==> src/rtl/color_read_prefetch_if.sv <==
// Bus bundle for the colour-read prefetcher: request stream, colour RAM read port,
// pixel stream towards the per-fragment stage and the write-back retire strobe.
interface color_read_prefetch_if #(
    parameter int FRAMEBUFFER_INDEX_WIDTH = 14,
    parameter int PIXEL_WIDTH             = 32
);
    logic                               req_valid;
    logic                               req_ready;
    logic [FRAMEBUFFER_INDEX_WIDTH-1:0] req_index;
    logic                               mem_ren;
    logic [FRAMEBUFFER_INDEX_WIDTH-1:0] mem_raddr;
    logic [PIXEL_WIDTH-1:0]             mem_rdata;
    logic                               color_rvalid;
    logic                               color_rready;
    logic [PIXEL_WIDTH-1:0]             color_rdata;
    logic                               wb_valid;
    logic                               busy;
    logic                               err_underflow;

    modport slave (
        input  req_valid, req_index, mem_rdata, color_rready, wb_valid,
        output req_ready, mem_ren, mem_raddr, color_rvalid, color_rdata, busy, err_underflow
    );

    modport master (
        output req_valid, req_index, mem_rdata, color_rready, wb_valid,
        input  req_ready, mem_ren, mem_raddr, color_rvalid, color_rdata, busy, err_underflow
    );
endinterface

==> src/rtl/color_read_prefetch.sv <==
// Issues in-order colour RAM reads, buffers returned pixels in a fall-through FIFO and
// holds any request whose index matches a fragment still awaiting write-back.
module color_read_prefetch #(
    parameter int FRAMEBUFFER_INDEX_WIDTH = 14,
    parameter int PIXEL_WIDTH             = 32,
    parameter int READ_LATENCY            = 2,
    parameter int FIFO_DEPTH              = 8,
    parameter int INFLIGHT_DEPTH          = 8
) (
    input  logic                 aclk,
    input  logic                 reset,
    color_read_prefetch_if.slave bus
);
    localparam int FP_W = $clog2(FIFO_DEPTH);
    localparam int FC_W = FP_W + 1;
    localparam int IP_W = $clog2(INFLIGHT_DEPTH);
    localparam int IC_W = IP_W + 1;
    localparam logic [FC_W:0]   FIFO_LIMIT = (FC_W + 1)'(FIFO_DEPTH);
    localparam logic [IC_W-1:0] INFL_LIMIT = IC_W'(INFLIGHT_DEPTH);

    logic [PIXEL_WIDTH-1:0]             data_mem [FIFO_DEPTH];
    logic [FP_W-1:0]                    data_wr_ptr, data_rd_ptr;
    logic [FC_W-1:0]                    data_cnt, pend_cnt;
    logic [READ_LATENCY-1:0]            lat_sr;
    logic [FRAMEBUFFER_INDEX_WIDTH-1:0] infl_idx [INFLIGHT_DEPTH];
    logic [INFLIGHT_DEPTH-1:0]          infl_vld;
    logic [IP_W-1:0]                    infl_wr_ptr, infl_rd_ptr;
    logic [IC_W-1:0]                    inflight_cnt;
    logic                               mem_ren_q, err_q;
    logic [FRAMEBUFFER_INDEX_WIDTH-1:0] mem_raddr_q;
    logic                               hazard, ready, accept, data_push, data_pop, infl_pop;

    // NOTE: every variable assigned in always_comb gets a default first, so no path can infer a latch.
    always_comb begin
        hazard = 1'b0;
        for (int i = 0; i < INFLIGHT_DEPTH; i++) begin
            if (infl_vld[i] && (infl_idx[i] == bus.req_index)) hazard = 1'b1;
        end
    end

    // Credit rule: reads already in RAM latency reserve their FIFO slot.
    assign ready     = !reset && !hazard && (inflight_cnt < INFL_LIMIT)
                       && (({1'b0, data_cnt} + {1'b0, pend_cnt}) < FIFO_LIMIT);
    assign accept    = bus.req_valid && ready;
    assign data_push = lat_sr[READ_LATENCY-1];
    assign data_pop  = (data_cnt != '0) && bus.color_rready;
    assign infl_pop  = bus.wb_valid && (inflight_cnt != '0);

    // NOTE: state registers use non-blocking assignments so every flop samples pre-edge values.
    always_ff @(posedge aclk) begin
        if (reset) begin
            mem_ren_q   <= 1'b0;
            mem_raddr_q <= '0;
            lat_sr      <= '0;
            pend_cnt    <= '0;
            data_wr_ptr <= '0;
            data_rd_ptr <= '0;
            data_cnt    <= '0;
            err_q       <= 1'b0;
        end else begin
            mem_ren_q <= accept;
            if (accept) mem_raddr_q <= bus.req_index;
            lat_sr <= (lat_sr << 1) | READ_LATENCY'(mem_ren_q);
            if (accept && !data_push)      pend_cnt <= pend_cnt + FC_W'(1);
            else if (!accept && data_push) pend_cnt <= pend_cnt - FC_W'(1);
            if (data_push) data_wr_ptr <= data_wr_ptr + FP_W'(1);
            if (data_pop)  data_rd_ptr <= data_rd_ptr + FP_W'(1);
            if (data_push && !data_pop)      data_cnt <= data_cnt + FC_W'(1);
            else if (!data_push && data_pop) data_cnt <= data_cnt - FC_W'(1);
            if (bus.wb_valid && (inflight_cnt == '0)) err_q <= 1'b1;
        end
    end

    // NOTE: storage arrays carry no reset; counters and valid bits decide what is meaningful.
    always_ff @(posedge aclk) begin
        if (data_push) data_mem[data_wr_ptr] <= bus.mem_rdata;
        if (accept)    infl_idx[infl_wr_ptr] <= bus.req_index;
    end

    // Write-backs retire in request order, so the in-flight list is a plain FIFO.
    always_ff @(posedge aclk) begin
        if (reset) begin
            infl_vld     <= '0;
            infl_wr_ptr  <= '0;
            infl_rd_ptr  <= '0;
            inflight_cnt <= '0;
        end else begin
            if (accept) begin
                infl_vld[infl_wr_ptr] <= 1'b1;
                infl_wr_ptr           <= infl_wr_ptr + IP_W'(1);
            end
            if (infl_pop) begin
                infl_vld[infl_rd_ptr] <= 1'b0;
                infl_rd_ptr           <= infl_rd_ptr + IP_W'(1);
            end
            if (accept && !infl_pop)      inflight_cnt <= inflight_cnt + IC_W'(1);
            else if (!accept && infl_pop) inflight_cnt <= inflight_cnt - IC_W'(1);
        end
    end

    assign bus.req_ready     = ready;
    assign bus.mem_ren       = mem_ren_q;
    assign bus.mem_raddr     = mem_raddr_q;
    assign bus.color_rvalid  = (data_cnt != '0);
    assign bus.color_rdata   = (data_cnt != '0) ? data_mem[data_rd_ptr] : '0;
    assign bus.busy          = (inflight_cnt != '0);
    assign bus.err_underflow = err_q;
endmodule
==> src/flat_wrapper.sv <==
// flat-port wrapper written by rule: the top's interface ports become plain ports
module color_read_prefetch_flat 
#(
    parameter int FRAMEBUFFER_INDEX_WIDTH = 14,
    parameter int PIXEL_WIDTH             = 32,
    parameter int READ_LATENCY            = 2,
    parameter int FIFO_DEPTH              = 8,
    parameter int INFLIGHT_DEPTH          = 8
)
  (aclk, reset, bus_req_valid, bus_req_index, bus_mem_rdata, bus_color_rready, bus_wb_valid, bus_req_ready, bus_mem_ren, bus_mem_raddr, bus_color_rvalid, bus_color_rdata, bus_busy, bus_err_underflow);
  color_read_prefetch_if #(.FRAMEBUFFER_INDEX_WIDTH(FRAMEBUFFER_INDEX_WIDTH), .PIXEL_WIDTH(PIXEL_WIDTH)) bus_i ();
  input  logic aclk;
  input  logic reset;
  input wire logic [$bits(bus_i.req_valid)-1:0] bus_req_valid;
  input wire logic [$bits(bus_i.req_index)-1:0] bus_req_index;
  input wire logic [$bits(bus_i.mem_rdata)-1:0] bus_mem_rdata;
  input wire logic [$bits(bus_i.color_rready)-1:0] bus_color_rready;
  input wire logic [$bits(bus_i.wb_valid)-1:0] bus_wb_valid;
  output wire logic [$bits(bus_i.req_ready)-1:0] bus_req_ready;
  output wire logic [$bits(bus_i.mem_ren)-1:0] bus_mem_ren;
  output wire logic [$bits(bus_i.mem_raddr)-1:0] bus_mem_raddr;
  output wire logic [$bits(bus_i.color_rvalid)-1:0] bus_color_rvalid;
  output wire logic [$bits(bus_i.color_rdata)-1:0] bus_color_rdata;
  output wire logic [$bits(bus_i.busy)-1:0] bus_busy;
  output wire logic [$bits(bus_i.err_underflow)-1:0] bus_err_underflow;
  assign bus_i.req_valid = bus_req_valid;
  assign bus_i.req_index = bus_req_index;
  assign bus_i.mem_rdata = bus_mem_rdata;
  assign bus_i.color_rready = bus_color_rready;
  assign bus_i.wb_valid = bus_wb_valid;
  assign bus_req_ready = bus_i.req_ready;
  assign bus_mem_ren = bus_i.mem_ren;
  assign bus_mem_raddr = bus_i.mem_raddr;
  assign bus_color_rvalid = bus_i.color_rvalid;
  assign bus_color_rdata = bus_i.color_rdata;
  assign bus_busy = bus_i.busy;
  assign bus_err_underflow = bus_i.err_underflow;
  color_read_prefetch #(.FRAMEBUFFER_INDEX_WIDTH(FRAMEBUFFER_INDEX_WIDTH), .PIXEL_WIDTH(PIXEL_WIDTH), .READ_LATENCY(READ_LATENCY), .FIFO_DEPTH(FIFO_DEPTH), .INFLIGHT_DEPTH(INFLIGHT_DEPTH)) u_core (.aclk(aclk), .reset(reset), .bus(bus_i));
endmodule
==> config.mk <==
export PLATFORM = sky130hd
export DESIGN_NAME = color_read_prefetch_flat
export DESIGN_NICKNAME = d
export VERILOG_FILES = /design/src/rtl/color_read_prefetch_if.sv /design/src/rtl/color_read_prefetch.sv /design/src/flat_wrapper.sv
export SDC_FILE = /design/constraint.sdc
export NUM_CORES = 1
export LEC_CHECK = 0
export BUFFER_PORTS_ARGS = -buffer_cell sky130_fd_sc_hd__buf_4
export CAP_MARGIN = 20
export CORE_MARGIN = 2
export CORE_UTILIZATION = 47
export CTS_CLUSTER_DIAMETER = 200
export CTS_CLUSTER_SIZE = 14
export DETAILED_ROUTE_END_ITERATION = 7
export PLACE_DENSITY = 0.63
export SLEW_MARGIN = 10
export SYNTH_ARGS = -nofsm -noshare
export SYNTH_HDL_FRONTEND = slang
export SYNTH_SLANG_ARGS = --single-unit
==> constraint.sdc <==
create_clock -name aclk -period 4.5 [get_ports aclk]
set_input_delay 0.225 -clock aclk [delete_from_list [all_inputs] [get_ports aclk]]
set_output_delay 0.225 -clock aclk [all_outputs]
set_load 0.02 [all_outputs]
==> results of run 1 <==
==> layout make-up <==
class                           instances  area (um^2)  share of cell area, %
Sequential cell                       421        12100                   61.5
Multi-Input combinational cell        485         4640                   23.6
Timing Repair Buffer                  159         1300                   6.62
Clock buffer                           56          998                   5.07
Tap cell                              461          577                   2.93
Inverter                               10         37.5                  0.191
Clock inverter                          1         16.3                 0.0826
==> worst max-delay path by stage <==
stage                             end  slack, ns
6_report       u_core.inflight_cnt[3]       1.01
5_1_grt        u_core.inflight_cnt[3]       0.69
4_1_cts        u_core.inflight_cnt[3]       1.00
3_5_place_dp   u_core.inflight_cnt[3]       0.94
3_3_place_gp   u_core.inflight_cnt[3]       0.98
2_1_floorplan   u_core.infl_idx[0][0]       0.84
==> per-layer routing <==
metal / GRT usage [%] / up-vias / part of all wire, %
li1: - / 3958 / -
met1: 24.7 / 4426 / 45
met2: 31.5 / 142 / 50
met3: 3.01 / 41 / 3.6
met4: 3.90 / 0 / 1.7
met5: 0 / - / 0
==> power groups by stage <==
stage	Combinational (W)	Clock (W)	Sequential, W
after floorplan	0.00166	0	0.00467
after global placement	0.00238	0	0.00480
after detailed placement	0.00240	0	0.00480
after CTS	0.00244	0.00290	0.00472
after global routing	0.00259	0.00304	0.00475
final	0.00240	0.00282	0.00471
==> placed cells by master, fill, tap and decap left out, drive strengths merged, types with 2 or more instances in the layout <==
cell type | synthesis | layout
xor2 | 10 | 10
nand3 | 15 | 15
nand4 | 25 | 25
nand2 | 19 | 19
dlygate4sd3 | 0 | 34
clkinv | 1 | 2
ha | 16 | 16
nor4 | 11 | 11
o21ai | 10 | 10
fa | 3 | 3
nand2b | 13 | 13
buf | 25 | 125
dfxtp | 53 | 53
xnor2 | 116 | 116
inv | 9 | 9
edfxtp | 368 | 368
nor2b | 17 | 17
nor3b | 2 | 2
or4 | 2 | 2
nor3 | 5 | 5
and3 | 3 | 3
a21oi | 18 | 18
mux2i | 41 | 41
nand3b | 2 | 2
a2111oi | 2 | 2
or3 | 3 | 3
clkbuf | 22 | 56
nor2 | 68 | 68
a31oi | 2 | 2
mux4 | 64 | 64
mux2 | 12 | 12
a21o | 3 | 3
==> cell families (layout without fill, tap and decap cells) <==
kind of cell | count (synthesis) | after routing | synth area share, %
multiplexers | 117 | 117 | 11.8
XOR/XNOR | 126 | 126 | 6.51
AND/OR/NAND/NOR | 185 | 185 | 5.57
AO/OA/AOI/OAI | 38 | 38 | 1.43
adder cells (fa/ha/maj) | 19 | 19 | 1.53
flip-flops | 421 | 421 | 71.4
buffers and inverters | 57 | 226 | 1.70
==> stage by stage <==
| step | area, um^2 | hold slack [ns] | setup WS, ns | std cells | util [%] |
|---|---|---|---|---|---|
| floorplan | 17000 | 0.324 | 0.844 | 963 | - |
| global placement | 18300 | 0.452 | 0.979 | 1501 | 51.5 |
| detailed placement | 18300 | 0.450 | 0.944 | 1501 | 51.5 |
| CTS | 19700 | 0.0502 | 1.00 | 1592 | 55.4 |
| global route | 19700 | 0.0584 | 0.686 | 1593 | 55.4 |
| finish | 19700 | 0.0860 | 1.01 | 1593 | 55.4 |
==> flip-flops by register name (all words and copies together), names as in the netlist, 2 cells and up, named ones only <==
register / cells
u_core.data_wr_ptr: 3
u_core.infl_rd_ptr: 3
u_core.infl_vld: 8
u_core.data_rd_ptr: 3
u_core.data_mem: 256
u_core.pend_cnt: 4
u_core.infl_idx: 112
u_core.data_cnt: 4
u_core.bus.mem_raddr: 14
u_core.lat_sr: 2
u_core.infl_wr_ptr: 3
u_core.inflight_cnt: 4
==> results.md, run 1 <==
- Status: completed
- IR drop worst, VDD: 0.391 mV
- Max-slew violations: 0
- Clk buf depth: 3
- Nets: 1183
- DRT iter0 DRCs: 522
- RSZ-0062 raised after global routing: false
- Top-count cell post-synth: edfxtp_1
- WP data required: 4.95 ns
- Syn_area_per_cell: 17.6 um^2
- Slew margin rel.: 28.6%
- DP HPWL: 20.4 mm
- Port Buffer Count: 101
- Synth async-reset ratio: 0%
- Crit start category: flip-flop
- Die X: 194 um
- Vias in the first global route: 8817
- Core area: 35600 um^2
- Reg2Reg Depth: 14
- Fill cells: 2781
- TritonCTS sink count: 421
- CTS H-Tree Depth: 2
- Comb pwr share: 24.1%
- Setup TNS: 0 ns
- GPL Wtd Cong: 0.804
- Initial antenna violation count: 0
- Number of synthesized flops with an enable pin: 368
- CTS Buf Count: 36
- Max_cap viols: 0
- P_int: 0.00709 W
- GR Util All Layers: 18.3%
- Worst Max-Slew Pin Slew: 1.07 ns
- Total power: 0.00992 W
- Cell depth of the worst setup path: 14
- Cell area power density: 504 nW/um^2
- Starting Density: 47.7%
- Worst-path clk slew: 0.07 ns
- Period minus WS final: 3.49 ns
- CP peak stage delay: 0.52 ns
- Die H: 194 um
- Crit-path max FO: 8
- Area grow syn2layout: 16.1%
- Beginning of the critical path: u_core.infl_idx[0][8]
- # Post-CTS Setup Buffers: 0
- DR pass1 iterations: 5
- Die area: 37600 um^2
- Top-area cell type share of the netlist area: 65.2%
- Sequential-to-total area share from yosys stat: 71.4%
- Share of layout cells above drive strength 1: 23.2%
- Final hold violations: 0
- DRC: 0
- Setup Skew: 0.0191 ns
- Hold Buf Count CTS: 34
- Detailed Route WL: 34.0 mm
- Crit. End Element: flip-flop
- Arrival @ worst endpoint: 3.94 ns
- YS warnings: 0
- Clock power frac: 28.4%
- CTS tree: yes
- Post-CTS sizing: 0
- Reg2Reg Setup Slack: 1.01 ns
- End of the worst register-to-register path: u_core.inflight_cnt[3]
- N_diodes: 0
- WHS Path Cells: 1
- Hold path startpoint: bus_req_index[8]
- Post-synth top flop: edfxtp_1
- Global route total overflow: 0
- Yosys reg bits: 421
- F_max: 0.287 GHz
- Via density: 5.38
- Cell taking the most area after synthesis: edfxtp_1
- Gate Count Post-Synth: 963
- # IOs: 102
- Root buffer cell: clkbuf_16
- Mapped Area: 17000 um^2
- R2R Path Start: u_core.infl_idx[0][8]
- P_leak: 6.38 nW
- First-pass GRT wire length: 52.5 mm
- DRT antenna net count: 0
- CP delay by family, top: simple AND/OR/NAND/NOR gates
- Leading post-synthesis cells by cell area: edfxtp_1 65%, mux4_2 8.5%, dfxtp_1 6.3%
- CP Class: reg2reg
- HP Class: in2reg
- Avg WL per Cell: 21.4 um
- Bufs and invs on worst path: 2
- Sw Share: 28.6%
- Setup violations, final: 0
- Fin crit share: 77.5%
- Hold path endpoint: u_core.infl_idx[7][8]
- Mapped Nets: 1033
- Rows: 69
- Synth unique cells: 42
- Reg power frac: 47.4%
- Psw: 0.00284 W
- Post-synth top cells: 368 x edfxtp_1, 116 x xnor2_1, 68 x nor2_1
- Largest net degree at the start of global routing: 54
- Clock latency on the worst-skew pair: 0.52 ns
- Routed vias: 8567
- CP max-delay cell: nor4_1
- Worst-path cell chain: xnor2_1 -> nand4_1 -> nor4_1 -> a2111oi_2 -> nand3_4 -> clkinv_1 -> ha_1 -> inv_1 -> ha_1 -> a21o_1 -> a21oi_1 -> xnor2_1 -> or3_1 -> a21oi_1
(Power assumes the default switching activity.)
==> run 2: changes to the inputs <==
==> constraint.sdc (replaced) <==
create_clock -name aclk -period 3.4 [get_ports aclk]
set_input_delay 0.17 -clock aclk [delete_from_list [all_inputs] [get_ports aclk]]
set_output_delay 0.17 -clock aclk [all_outputs]
set_load 0.02 [all_outputs]
==> run 2 against run 1 <==
Effect of this change: clock power is 32% higher; cell count is 0.82% higher; global-route usage fell by 0.78 points; largest power group unchanged.
==> results.md, run 2 (synthesized netlist as in run 1, its figures left out) <==
- Avg WL per Cell: 20.2 um (-5.3%)
- Clock power frac: 28.2% (-0.2 points)
- P_int: 0.00941 W (+33%)
- Reg power frac: 46.4% (-1.0 points)
- F_max: 0.305 GHz (+6.5%)
- Core area: 35600 um^2 (unchanged)
- Psw: 0.00379 W (+33%)
- DRC: 0 (unchanged)
- Final hold violations: 0 (unchanged)
- DP Cell Count: 1510 (+0.60%)
- Bufs and invs on worst path: 2 (unchanged)
- CP peak stage delay: 0.50 ns (-0.02 ns)
- Max-slew violations: 0 (unchanged)
- WP data required: 3.85 ns (-1.10 ns)
- DRT antenna net count: 0 (unchanged)
- Area grow syn2layout: 17.3%
- IR drop worst, VDD: 0.431 mV (+10%)
- R2R Path Start: u_core.pend_cnt[3]
- Reg2Reg Depth: 13 (-1)
- Fin cells: 1606 (+0.82%)
- CP max-delay cell: or4_4
- CTS Buf Count: 36 (unchanged)
- Clock latency on the worst-skew pair: 0.52 ns (about the same)
- Root buffer cell: clkbuf_16
- Detailed Route WL: 32.5 mm (-4.5%)
- Share of layout cells above drive strength 1: 24.6% (+1.4 points)
- Via density: 5.34 (-0.73%)
- Commonest non-fill, non-tap cell in the layout: edfxtp_1
- Cell area power density: 664 nW/um^2 (+32%)
- Slew margin rel.: 53.4% (+25 points)
- Port Buffer Count: 101 (unchanged)
- TritonCTS sink count: 421 (unchanged)
- CTS H-Tree Depth: 2 (unchanged)
- Largest net degree at the start of global routing: 65 (+20%)
- Worst-path cell chain: ha_1 -> or4_4 -> a2111oi_4 -> nand3_4 -> clkinvlp_4 -> ha_2 -> inv_1 -> ha_1 -> a21o_1 -> a21oi_2 -> xnor2_1 -> or3_1 -> a21oi_1
- Setup TNS: 0 ns (unchanged)
- DP Area: 18500 um^2 (+0.78%)
- Die area: 37600 um^2 (unchanged)
- Die H: 194 um (unchanged)
- Max reg flops: 256 (unchanged)
- Nets: 1194 (+0.93%)
- Crit-path max FO: 4 (-4)
- End of the worst register-to-register path: u_core.pend_cnt[3]
- # IOs: 102 (unchanged)
- HP Class: in2reg
- GR Util All Layers: 17.5% (-0.78 points)
- Max_cap viols: 0 (unchanged)
- CP endpoint: u_core.pend_cnt[3]
- Clk buf depth: 3 (unchanged)
- Crit start category: flip-flop
- Comb pwr share: 25.5% (+1.4 points)
- Status: completed
- Largest register by flop count: u_core.data_mem
- Most frequent cells in the layout: 368 x edfxtp_1, 128 x buf_4, 116 x xnor2_1
- First-pass GRT wire length: 51.3 mm (-2.3%)
- Hold_ws: 0.0282 ns (-0.0578 ns)
- Global route total overflow: 0 (unchanged)
- Period minus WS final: 3.28 ns (-0.212 ns)
- Cell depth of the worst setup path: 13 (-1)
- Design area: 19900 um^2 (+0.97%)
- DP HPWL: 19.0 mm (-7.2%)
- Rows: 69 (unchanged)
- Crit. End Element: flip-flop
- Reg2Reg Setup Slack: 0.12 ns (-0.89 ns)
- Vias in the first global route: 8818 (+0.011%)
- Beginning of the critical path: u_core.pend_cnt[3]
- Die X: 194 um (unchanged)
- CP Class: reg2reg
- Setup Skew: 0.0161 ns (-0.00302 ns)
- Worst path most repeated cell: ha_1
- Starting Density: 47.7% (unchanged)
- Initial antenna violation count: 0 (unchanged)
- Worst Max-Slew Pin Slew: 0.696 ns (-0.375 ns)
- DRT iter0 DRCs: 604 (+16%)
- RSZ-0062 raised after global routing: true
- CTS tree: yes
- Final core utilization: 55.9% (+0.53 points)
- Fin crit share: 96.4% (+19 points)
- Arrival @ worst endpoint: 3.73 ns (-0.21 ns)
- P_leak: 6.44 nW (+1.1%)
- Routed vias: 8574 (+0.082%)
- CP delay by family, top: simple AND/OR/NAND/NOR gates
- Sw Share: 28.7% (+0.094 points)
- Worst-path clk slew: 0.07 ns (about the same)
- Setup violations, final: 0 (unchanged)
- N_diodes: 0 (unchanged)
- GPL Wtd Cong: 0.746 (-7.2%)
- DR pass1 iterations: 5 (unchanged)
run 2: cell types whose count changed in the layout (fill, tap and decap cells not counted), sizes merged:
cell | before | now
buf | 125 | 136
clkinvlp | 0 | 1
inv | 9 | 10
run 2: final cells by class:
type	count	area [um^2]
flip-flops and latches	421	12100
multi-input cells	485	4670
inverters	10	41.3
clock inverters	3	41.3
repair buffers	170	1460
fillers	2792	15700
well taps	461	577
clock buffers	56	976
run 2: repair_timing:
item	CTS	global route
buffers inserted	0	3
hold endpoints to repair	259	0
hold buffers	34	0
endpoints found under the setup margin	0	2
resized for setup	0	8
run 2: routing by layer:
metal / up-vias / wire length (um) / GRT usage [%]
met5: - / 0 / 0
met4: 0 / 612 / 4.18
met3: 39 / 1320 / 2.75
met2: 181 / 15900 / 29.2
met1: 4376 / 14700 / 24.4
li1: 3978 / - / -
run 2: worst min-delay path by stage:
stage / startpoint / end / slack, ns / cells after the start
after floorplan: bus_mem_rdata[0] / u_core.data_mem[0][0] / 0.27 / 0
after global placement: bus_mem_rdata[14] / u_core.data_mem[4][14] / 0.40 / 1
after detailed placement: bus_mem_rdata[14] / u_core.data_mem[4][14] / 0.40 / 1
final: bus_req_index[0] / u_core.infl_idx[4][0] / 0.03 / 1
after CTS: bus_req_index[0] / u_core.infl_idx[6][0] / 0.01 / 1
after global routing: bus_req_index[0] / u_core.infl_idx[6][0] / 0.02 / 1
run 2: metrics by stage:
| step | power, W | worst slack, ns |
|---|---|---|
| 2_1_floorplan | 0.00837 | 0.0207 |
| 3_3_place_gp | 0.00951 | 0.188 |
| 3_5_place_dp | 0.00955 | 0.109 |
| 4_1_cts | 0.0133 | 0.105 |
| 5_1_grt | 0.0138 | -0.0570 |
| 6_report | 0.0132 | 0.123 |
run 2: power by group through the flow:
stage	Sequential, W	Combinational, W	Clock, W
floorplan	0.00618	0.00220	0
global placement	0.00623	0.00328	0
detailed placement	0.00624	0.00331	0
CTS	0.00613	0.00336	0.00382
global route	0.00616	0.00367	0.00401
finish	0.00612	0.00336	0.00372
